[config.mk]
export PLATFORM = sky130hd
export DESIGN_NAME = multu_hilo
export DESIGN_NICKNAME = d
export VERILOG_FILES = /design/src/rtl/cpu_ctrl_pkg.sv /design/src/rtl/multu_hilo_hilo_reg.sv /design/src/rtl/multu_hilo.sv
export SDC_FILE = /design/constraint.sdc
export NUM_CORES = 1
export LEC_CHECK = 0
export BUFFER_PORTS_ARGS = -buffer_cell sky130_fd_sc_hd__buf_2
export CAP_MARGIN = 20
export CORE_MARGIN = 2
export CORE_UTILIZATION = 40
export DETAILED_ROUTE_END_ITERATION = 10
export PLACE_DENSITY = 0.56
export SETUP_SLACK_MARGIN = 0.4
export SLEW_MARGIN = 5
export SYNTH_ARGS = -nofsm -noshare
export SYNTH_HDL_FRONTEND = slang
export SYNTH_SLANG_ARGS = --single-unit
export TNS_END_PERCENT = 10
[constraint.sdc]
create_clock -name clk -period 3.55 [get_ports clk]
set_clock_uncertainty 0.15 [all_clocks]
set_input_delay 0.1775 -clock clk [delete_from_list [all_inputs] [get_ports clk]]
set_output_delay 0.1775 -clock clk [all_outputs]
set_load 0.1 [all_outputs]
[src/rtl/cpu_ctrl_pkg.sv]
// EX-stage control encodings shared by the ALU, the result mux and the HI/LO writer.
package cpu_ctrl_pkg;

   localparam logic [3:0] SIG_AND   = 4'b0000;
   localparam logic [3:0] SIG_OR    = 4'b0001;
   localparam logic [3:0] SIG_ADD   = 4'b0010;
   localparam logic [3:0] SIG_SRL   = 4'b0011;
   localparam logic [3:0] SIG_SUB   = 4'b0110;
   localparam logic [3:0] SIG_SLT   = 4'b0111;
   localparam logic [3:0] SIG_MFLO  = 4'b1000;
   localparam logic [3:0] SIG_MFHI  = 4'b1001;
   localparam logic [3:0] SIG_MULTU = 4'b1010;

   typedef enum logic {
      IDLE = 1'b0,
      RUN  = 1'b1
   } mult_state_e;

endpackage

[src/rtl/multu_hilo_hilo_reg.sv]
// Architectural HI/LO register pair; loads both halves together on a write strobe.
module hilo_reg #(
   parameter int WIDTH = 32
) (
   input  logic             clk,
   input  logic             rst_n,
   input  logic             we_i,
   input  logic [WIDTH-1:0] hi_i,
   input  logic [WIDTH-1:0] lo_i,
   output logic [WIDTH-1:0] hi_o,
   output logic [WIDTH-1:0] lo_o
);

   logic [WIDTH-1:0] hi_q;
   logic [WIDTH-1:0] lo_q;

   // Both halves always move together so HI/LO is never seen half-written.
   always_ff @(posedge clk) begin
      if (!rst_n) begin
         hi_q <= {WIDTH{1'b0}};
         lo_q <= {WIDTH{1'b0}};
      end else if (we_i) begin
         hi_q <= hi_i;
         lo_q <= lo_i;
      end else begin
         hi_q <= hi_q;
         lo_q <= lo_q;
      end
   end

   assign hi_o = hi_q;
   assign lo_o = lo_q;

endmodule

[src/rtl/multu_hilo.sv]
// Iterative 32-step shift-add MULTU unit writing the HI/LO pair, with a stall
// request that holds HI/LO readers and a new MULTU while a multiply is in flight.
module multu_hilo
   import cpu_ctrl_pkg::*;
#(
   parameter int WIDTH = 32,
   parameter int CNT_W = 6
) (
   input  logic             clk,
   input  logic             rst_n,
   input  logic             en,
   input  logic [3:0]       Signal,
   input  logic [WIDTH-1:0] dataA,
   input  logic [WIDTH-1:0] dataB,
   output logic [WIDTH-1:0] HiOut,
   output logic [WIDTH-1:0] LoOut,
   output logic             busy,
   output logic             done,
   output logic             stall
);

   mult_state_e        state_q;
   logic [WIDTH-1:0]   mcand_q;
   logic [2*WIDTH-1:0] prod_q;
   logic [CNT_W-1:0]   cnt_q;
   logic               busy_q;
   logic               done_q;

   logic [WIDTH:0]     sum_d;
   logic [2*WIDTH-1:0] prod_d;
   logic               accept_d;
   logic               last_d;
   logic               hilo_op_d;

   // One shift-add step; the extra sum bit keeps the carry out of the upper half.
   always_comb begin
      sum_d     = {1'b0, prod_q[2*WIDTH-1:WIDTH]} +
                  (prod_q[0] ? {1'b0, mcand_q} : {(WIDTH+1){1'b0}});
      prod_d    = {sum_d, prod_q[WIDTH-1:1]};
      accept_d  = (state_q == IDLE) && en && (Signal == SIG_MULTU);
      last_d    = (state_q == RUN) && (cnt_q == CNT_W'(WIDTH-1));
      case (Signal)
         SIG_MFHI, SIG_MFLO, SIG_MULTU: hilo_op_d = 1'b1;
         default:                       hilo_op_d = 1'b0;
      endcase
   end

   // Control FSM and multiplier datapath registers.
   always_ff @(posedge clk) begin
      if (!rst_n) begin
         state_q <= IDLE;
         mcand_q <= {WIDTH{1'b0}};
         prod_q  <= {(2*WIDTH){1'b0}};
         cnt_q   <= {CNT_W{1'b0}};
         busy_q  <= 1'b0;
         done_q  <= 1'b0;
      end else begin
         done_q <= last_d;
         case (state_q)
            IDLE: begin
               if (accept_d) begin
                  mcand_q <= dataA;
                  prod_q  <= {{WIDTH{1'b0}}, dataB};
                  cnt_q   <= {CNT_W{1'b0}};
                  state_q <= RUN;
                  busy_q  <= 1'b1;
               end else begin
                  busy_q  <= 1'b0;
               end
            end
            RUN: begin
               prod_q <= prod_d;
               cnt_q  <= cnt_q + CNT_W'(1);
               if (last_d) begin
                  state_q <= IDLE;
                  busy_q  <= 1'b0;
               end else begin
                  busy_q  <= 1'b1;
               end
            end
            default: begin
               state_q <= IDLE;
               busy_q  <= 1'b0;
            end
         endcase
      end
   end

   // The final step's product goes straight into HI/LO, not via prod_q.
   hilo_reg #(.WIDTH(WIDTH)) u_hilo (
      .clk   (clk),
      .rst_n (rst_n),
      .we_i  (last_d),
      .hi_i  (prod_d[2*WIDTH-1:WIDTH]),
      .lo_i  (prod_d[WIDTH-1:0]),
      .hi_o  (HiOut),
      .lo_o  (LoOut)
   );

   assign busy  = busy_q;
   assign done  = done_q;
   assign stall = en && busy_q && hilo_op_d;

endmodule

==> results.yml, run 1 <==
global_route:
  grt_max_degree: 59
  overflow: 0
  grt_pass1_vias: 7358
  grt_pass1_wl_mm: 38.1
  antenna_found_initial: 0
  grt.total_usage: 0.219
yosys:
  synth_common_cells: "nand2_1, dfxtp_1, a21oi_1"
  synth-main-ff-cell: "dfxtp_1"
  synth-async-reset-ratio: 0
  yosys.area.top_type: "dfxtp_1"
  synth_seq_cells: 168
  synth_top_area_share: 0.419
  yosysWarnings: 0
  synth_edf_count: 0
  ys_types: 63
  synth_area_leaders: "dfxtp_1, nand2_1, a21oi_1, ha_1, a22oi_1"
  synthCells: 1023
  syn-cell-area_um2: 8030
  synth_most_common_cell: "nand2_1"
  synthesis.nets: 1128
  synth_seq_area_share: 0.419
  syn_area_per_cell_um2: 7.85
clock_tree:
  clock_latency_ns: 0.44
  htreeDepth: 4
  numCtsBuffers: 17
  root_buffer: "clkbuf_16"
  clk_pin_slew_ns: 0.07
  clockBufferDepth: 2
  clock_sinks: 168
  tritoncts: "yes"
power:
  p_per_area_nw_per_um2: 387
  p_leak_nw: 4.00
  power_mw: 3.93
  max-vdd-ir-drop_uv: 294
final_layout:
  seqCellArea_um2: 3370
  drive_gt1_frac: 0.177
  diodes: 0
  fillers: 1976
  final_nets: 1291
  multi_input_area_um2: 4350
  instances_no_fill: 1464
  syn2layout_area_growth_pct: 26.5
route:
  ant_nets: 0
  vias: 7610
  viasPerCell: 5.20
  drt_iter0_drc: 444
  dr.pass1.iters: 5
  drc_errors: 0
  post_drt_wl_per_cell_um: 15.4
  routed_wl_mm: 22.6
setup_path:
  worstReg2RegEnd: "prod_q[60]"
  cp_data_required_time_ns: 3.70
  start_kind: "flop"
  reg2reg_slack_ns: 0.56
  r2r_start: "prod_q[0]"
  worstSetupPathType: "flop to flop"
  cp-end-kind: "flop"
  worstRegToRegCells: 11
  path_max_fanout: 11
  arrival_ns: 3.14
sta:
  fin_ws_ns: 0.556
  fin_tns_setup_ns: 0
  post-route-period-util: 0.843
  max_slew_margin: 0.431
  hold_slack_ns: 0.301
  setup_viol: 0
  hold_viol_final: 0
  fmax_mhz: 334
  final.min_clock_period_ns: 2.99
  drv_slew: 0
  rsz0062_at_grt: "yes"
  tightestPinTransition_ns: 0.853
hold_path:
  hold_path.class: "flop to flop"
  hold_path.startpoint: "u_hilo.hi_o[17]"
  min_to: "u_hilo.hi_o[17]"
  hold_depth: 2
placement:
  pre_cts_ws_ns: 0.324
  dp_cells: 1366
  hpwl_mm: 15.2
  portBuffers: 137
  gp_congestion: 0.883
floorplan:
  dieWidth_um: 146
  initial_core_util: 0.410
  die_y_um: 146
  dieArea_um2: 21200
  core_um2: 19600
  pin_count: 138
  rows: 51
status:
  status: "finished, final reports clean"
flow_run:
  max_cap_violations: 0
[where the power goes]
group | switching, mW | leakage (nW) | internal, mW
clock | 0.884 | 0.287 | 0.960
combinational | 0.0925 | 2.35 | 0.0899
sequential | 0.00764 | 1.35 | 1.89
total | 0.984 | 4.00 | 2.94
[worst max-delay path, cell delays in order (launching register included)]
cell and delay (ns):
dfxtp_4 0.39, buf_4 0.16, and2_1 0.15, ha_1 0.39
and3_4 0.22, and2b_4 0.18, a22oi_1 0.21, o21ai_2 0.13
a21oi_2 0.38, o31a_1 0.28, xor2_1 0.16, o21ai_1 0.07
[flip-flops by register name, summed over array words and instances (netlist names)]
name	cells
u_hilo.lo_o	32
prod_q	64
mcand_q	32
u_hilo.hi_o	32
cnt_q	6
done	1
busy	1
[cells in the final DEF, fill, tap and decap left out, types with 7 or more instances in the layout]
cell | Yosys | final
o21ai_1 | 18 | 19
nor2_1 | 45 | 44
and3_1 | 12 | 11
ha_1 | 33 | 33
buf_2 | 4 | 137
o21ai_0 | 21 | 20
nand3_1 | 24 | 24
clkbuf_16 | 0 | 17
xor2_1 | 7 | 7
dlygate4sd3_1 | 0 | 65
a31oi_1 | 8 | 8
a21o_1 | 10 | 10
nand4_1 | 15 | 15
a22oi_1 | 33 | 33
buf_4 | 3 | 18
inv_1 | 12 | 11
nand2_1 | 243 | 243
dfxtp_1 | 168 | 166
a21oi_1 | 159 | 158
and2_1 | 32 | 32
o21a_1 | 9 | 9
xnor2_1 | 19 | 19
[per-layer routing]
layer / track usage / share of wire / up-vias
met5: 0 / 0 / -
met4: 0.0657 / 0.016 / 0
met3: 0.0408 / 0.040 / 29
met2: 0.341 / 0.44 / 169
met1: 0.309 / 0.51 / 3535
li1: - / - / 3877
[cell type report]
cell class | instances | share of cell area
well taps | 265 | 0.0326
clock buffers | 18 | 0.0432
repair buffers | 220 | 0.145
inverters | 12 | 0.00468
clock inverters | 14 | 0.0147
multi-input cells | 767 | 0.428
flip-flops and latches | 168 | 0.332
[metrics by stage]
stage                     instance area (um^2)   util
after global routing                     10200  0.519
after global placement                    8900  0.454
after CTS                                10100  0.517
after detailed placement                  8900  0.454
after floorplan                           8050      -
final                                    10200  0.519
[cell families after synthesis]
group | Yosys count | share of synthesized area
fa+ha+maj | 34 | 0.0539
xor+xnor | 26 | 0.0284
compound gates | 308 | 0.235
buf+inv | 88 | 0.0441
mux | 2 | 0.00265
flops | 168 | 0.419
simple gates | 397 | 0.217
[worst max-delay path by stage]
stage,from,end,slack [ns],depth (start not counted)
after CTS,prod_q[0],prod_q[63],0.48,12
after global placement,prod_q[0],prod_q[59],0.40,12
after global routing,prod_q[0],prod_q[51],0.37,11
final,prod_q[0],prod_q[60],0.56,11
after detailed placement,prod_q[0],prod_q[63],0.32,12
after floorplan,busy,stall,0.44,5
[repair_timing]
| item | CTS | global route |
|---|---|---|
| hold buffers | 65 | 0 |
| endpoints found under the setup margin | 6 | 14 |
| hold endpoints to repair | 66 | 0 |
| gates resized for setup | 1 | 4 |
| buffers inserted | 0 | 1 |
No activity file was read; power rests on OpenSTA's default activity.
==> run 2, diff against run 1 <==
PLACE_DENSITY = 0.58   (was 0.56)
clock period = 2.6 ns   (was 3.55 ns; I/O delays follow)
==> run 2 against run 1 <==
Against the previous run:
- the flow now finishes with violations (negative setup slack)
- sequential power increased by 36%
- hold slack got worse by 0.27 ns
- die area unchanged
- via count increased by 6.3%
- critical path type unchanged
- critical endpoint is now prod_q[59]
- largest power group is now the clock network
==> results.yml, run 2 (synthesized netlist as in run 1, its figures left out) <==
clock_tree:
  clock_sinks: 168
  clk_pin_slew_ns: 0.07
  tritoncts: "yes"
  clock_latency_ns: 0.44
  clockBufferDepth: 2
  root_buffer: "clkbuf_16"
  numCtsBuffers: 17
  htreeDepth: 4
floorplan:
  dieWidth_um: 146
  dieArea_um2: 21200
  pin_count: 138
  die_y_um: 146
  rows: 51
  initial_core_util: 0.410
  core_um2: 19600
global_route:
  grt.total_usage: 0.230
  grt_max_degree: 71
  grt_pass1_wl_mm: 40.1
  overflow: 0
  grt_pass1_vias: 7859
  antenna_found_initial: 0
route:
  viasPerCell: 5.23
  vias: 8093
  drc_errors: 0
  drt_iter0_drc: 500
  dr.pass1.iters: 5
  ant_nets: 0
  routed_wl_mm: 24.6
  post_drt_wl_per_cell_um: 15.9
sta:
  post-route-period-util: 1.04
  drv_slew: 0
  fmax_mhz: 368
  fin_ws_ns: -0.115
  tightestPinTransition_ns: 0.616
  final.min_clock_period_ns: 2.72
  hold_slack_ns: 0.0333
  max_slew_margin: 0.588
  hold_viol_final: 0
  setup_viol: 16
  fin_tns_setup_ns: -0.679
  rsz0062_at_grt: "yes"
placement:
  portBuffers: 137
  place_area_um2: 9670
  gp_congestion: 0.875
  hpwl_mm: 16.3
setup_path:
  cp_data_required_time_ns: 2.77
  path_cells: "and2_4 > ha_4 > inv_2 > fa_2 > nor2b_2 > o31a_1 > o21ai_2 > o2111ai_2 > nand2_2 > o31a_1 > xor2_1 > o21ai_1"
  cp-end-kind: "flop"
  crit_path_top_delay_cell: "dfxtp_4"
  critPathMostFrequentCell: "o31a_1"
  worstSetupPathType: "flop to flop"
  critPathBufInv: 1
  arrival_ns: 2.89
  start_kind: "flop"
  critPathMaxStageDelay_ns: 0.38
  path_max_fanout: 5
  cp_top_family: "compound AO/OA/AOI/OAI gates"
final_layout:
  largest_reg_flops: 64
  seqCellArea_um2: 3370
  fin_area_um2: 11400
  postLayoutCoreUtil: 0.582
  fillers: 1831
  max_flop_register: "prod_q"
  drive_gt1_frac: 0.290
  final_common_cell: "nand2_1"
  final_nets: 1374
  diodes: 0
  multi_input_area_um2: 4860
  layout_common_cells: "nand2_1, dfxtp_1, a21oi_1, buf_2, buf_4"
  syn2layout_area_growth_pct: 42.0
status:
  status: "finished with violations"
  violations: "negative setup slack"
flow_run:
  max_cap_violations: 0
hold_path:
  hold_path.class: "primary input to flop"
power:
  max-vdd-ir-drop_uv: 433
  p_per_area_nw_per_um2: 484
  power_mw: 5.52
  p_leak_nw: 4.54
-- run 2: cell count changes in the layout (fill, tap and decap cells not counted), moves of 8 or more --
cell | before | now
buf_4 | 18 | 94
a21oi_1 | 158 | 142
ha_1 | 33 | 19
ha_4 | 0 | 14
a21oi_2 | 2 | 14
and2_1 | 32 | 24
and2_4 | 0 | 8
o21ai_0 | 20 | 12
o21ai_2 | 2 | 10
-- run 2: per-stage QoR --
step / cells / setup WS [ns]
2_1_floorplan: 1023 / 0.0289
3_3_place_gp: 1443 / -0.156
3_5_place_dp: 1443 / -0.177
4_1_cts: 1543 / -0.102
5_1_grt: 1547 / -0.259
6_report: 1547 / -0.115
-- run 2: final cells by class --
cell class / instances / share of cell area
Clock buffer: 17 / 0.0373
Tap cell: 265 / 0.0291
Multi-Input combinational cell: 767 / 0.426
Timing Repair Buffer: 303 / 0.190
Sequential cell: 168 / 0.296
Inverter: 12 / 0.00417
Clock inverter: 15 / 0.0176
-- run 2: report_power, final --
group | internal (mW) | switching (mW) | total (mW)
logic | 0.126 | 0.130 | 0.256
registers | 2.58 | 0.00912 | 2.59
clock network | 1.40 | 1.27 | 2.67
total | 4.11 | 1.41 | 5.52
-- run 2: tightest hold or removal path: stages --
cell,delay (ns)
buf_2,0.12
inv_4,0.18
nor2_1,0.14
-- run 2: path summary, 6_finish.rpt --
| path | startpoint | slack (ns) | cells after the start | endpoint |
|---|---|---|---|---|
| max | prod_q[0] | -0.12 | 12 | prod_q[59] |
| min | rst_n | 0.03 | 3 | prod_q[46] |
| max reg2reg | prod_q[0] | -0.12 | 12 | prod_q[59] |
| min reg2reg | u_hilo.hi_o[22] | 0.30 | 2 | u_hilo.hi_o[22] |
-- run 2: metal layers --
metal,share of wire,vias up,GRT usage
met5,0,-,0
met4,0.013,0,0.0647
met3,0.042,28,0.0433
met2,0.46,182,0.364
met1,0.49,3831,0.321
li1,-,4052,-
-- run 2: timing repair --
item / 4_1_cts / 5_1_grt
endpoints found under the hold margin: 64 / 0
hold buffers: 64 / 0
pin swaps: 29 / 29
buffers inserted: 4 / 4
endpoints found under the setup margin: 55 / 112
gates resized for setup: 31 / 60
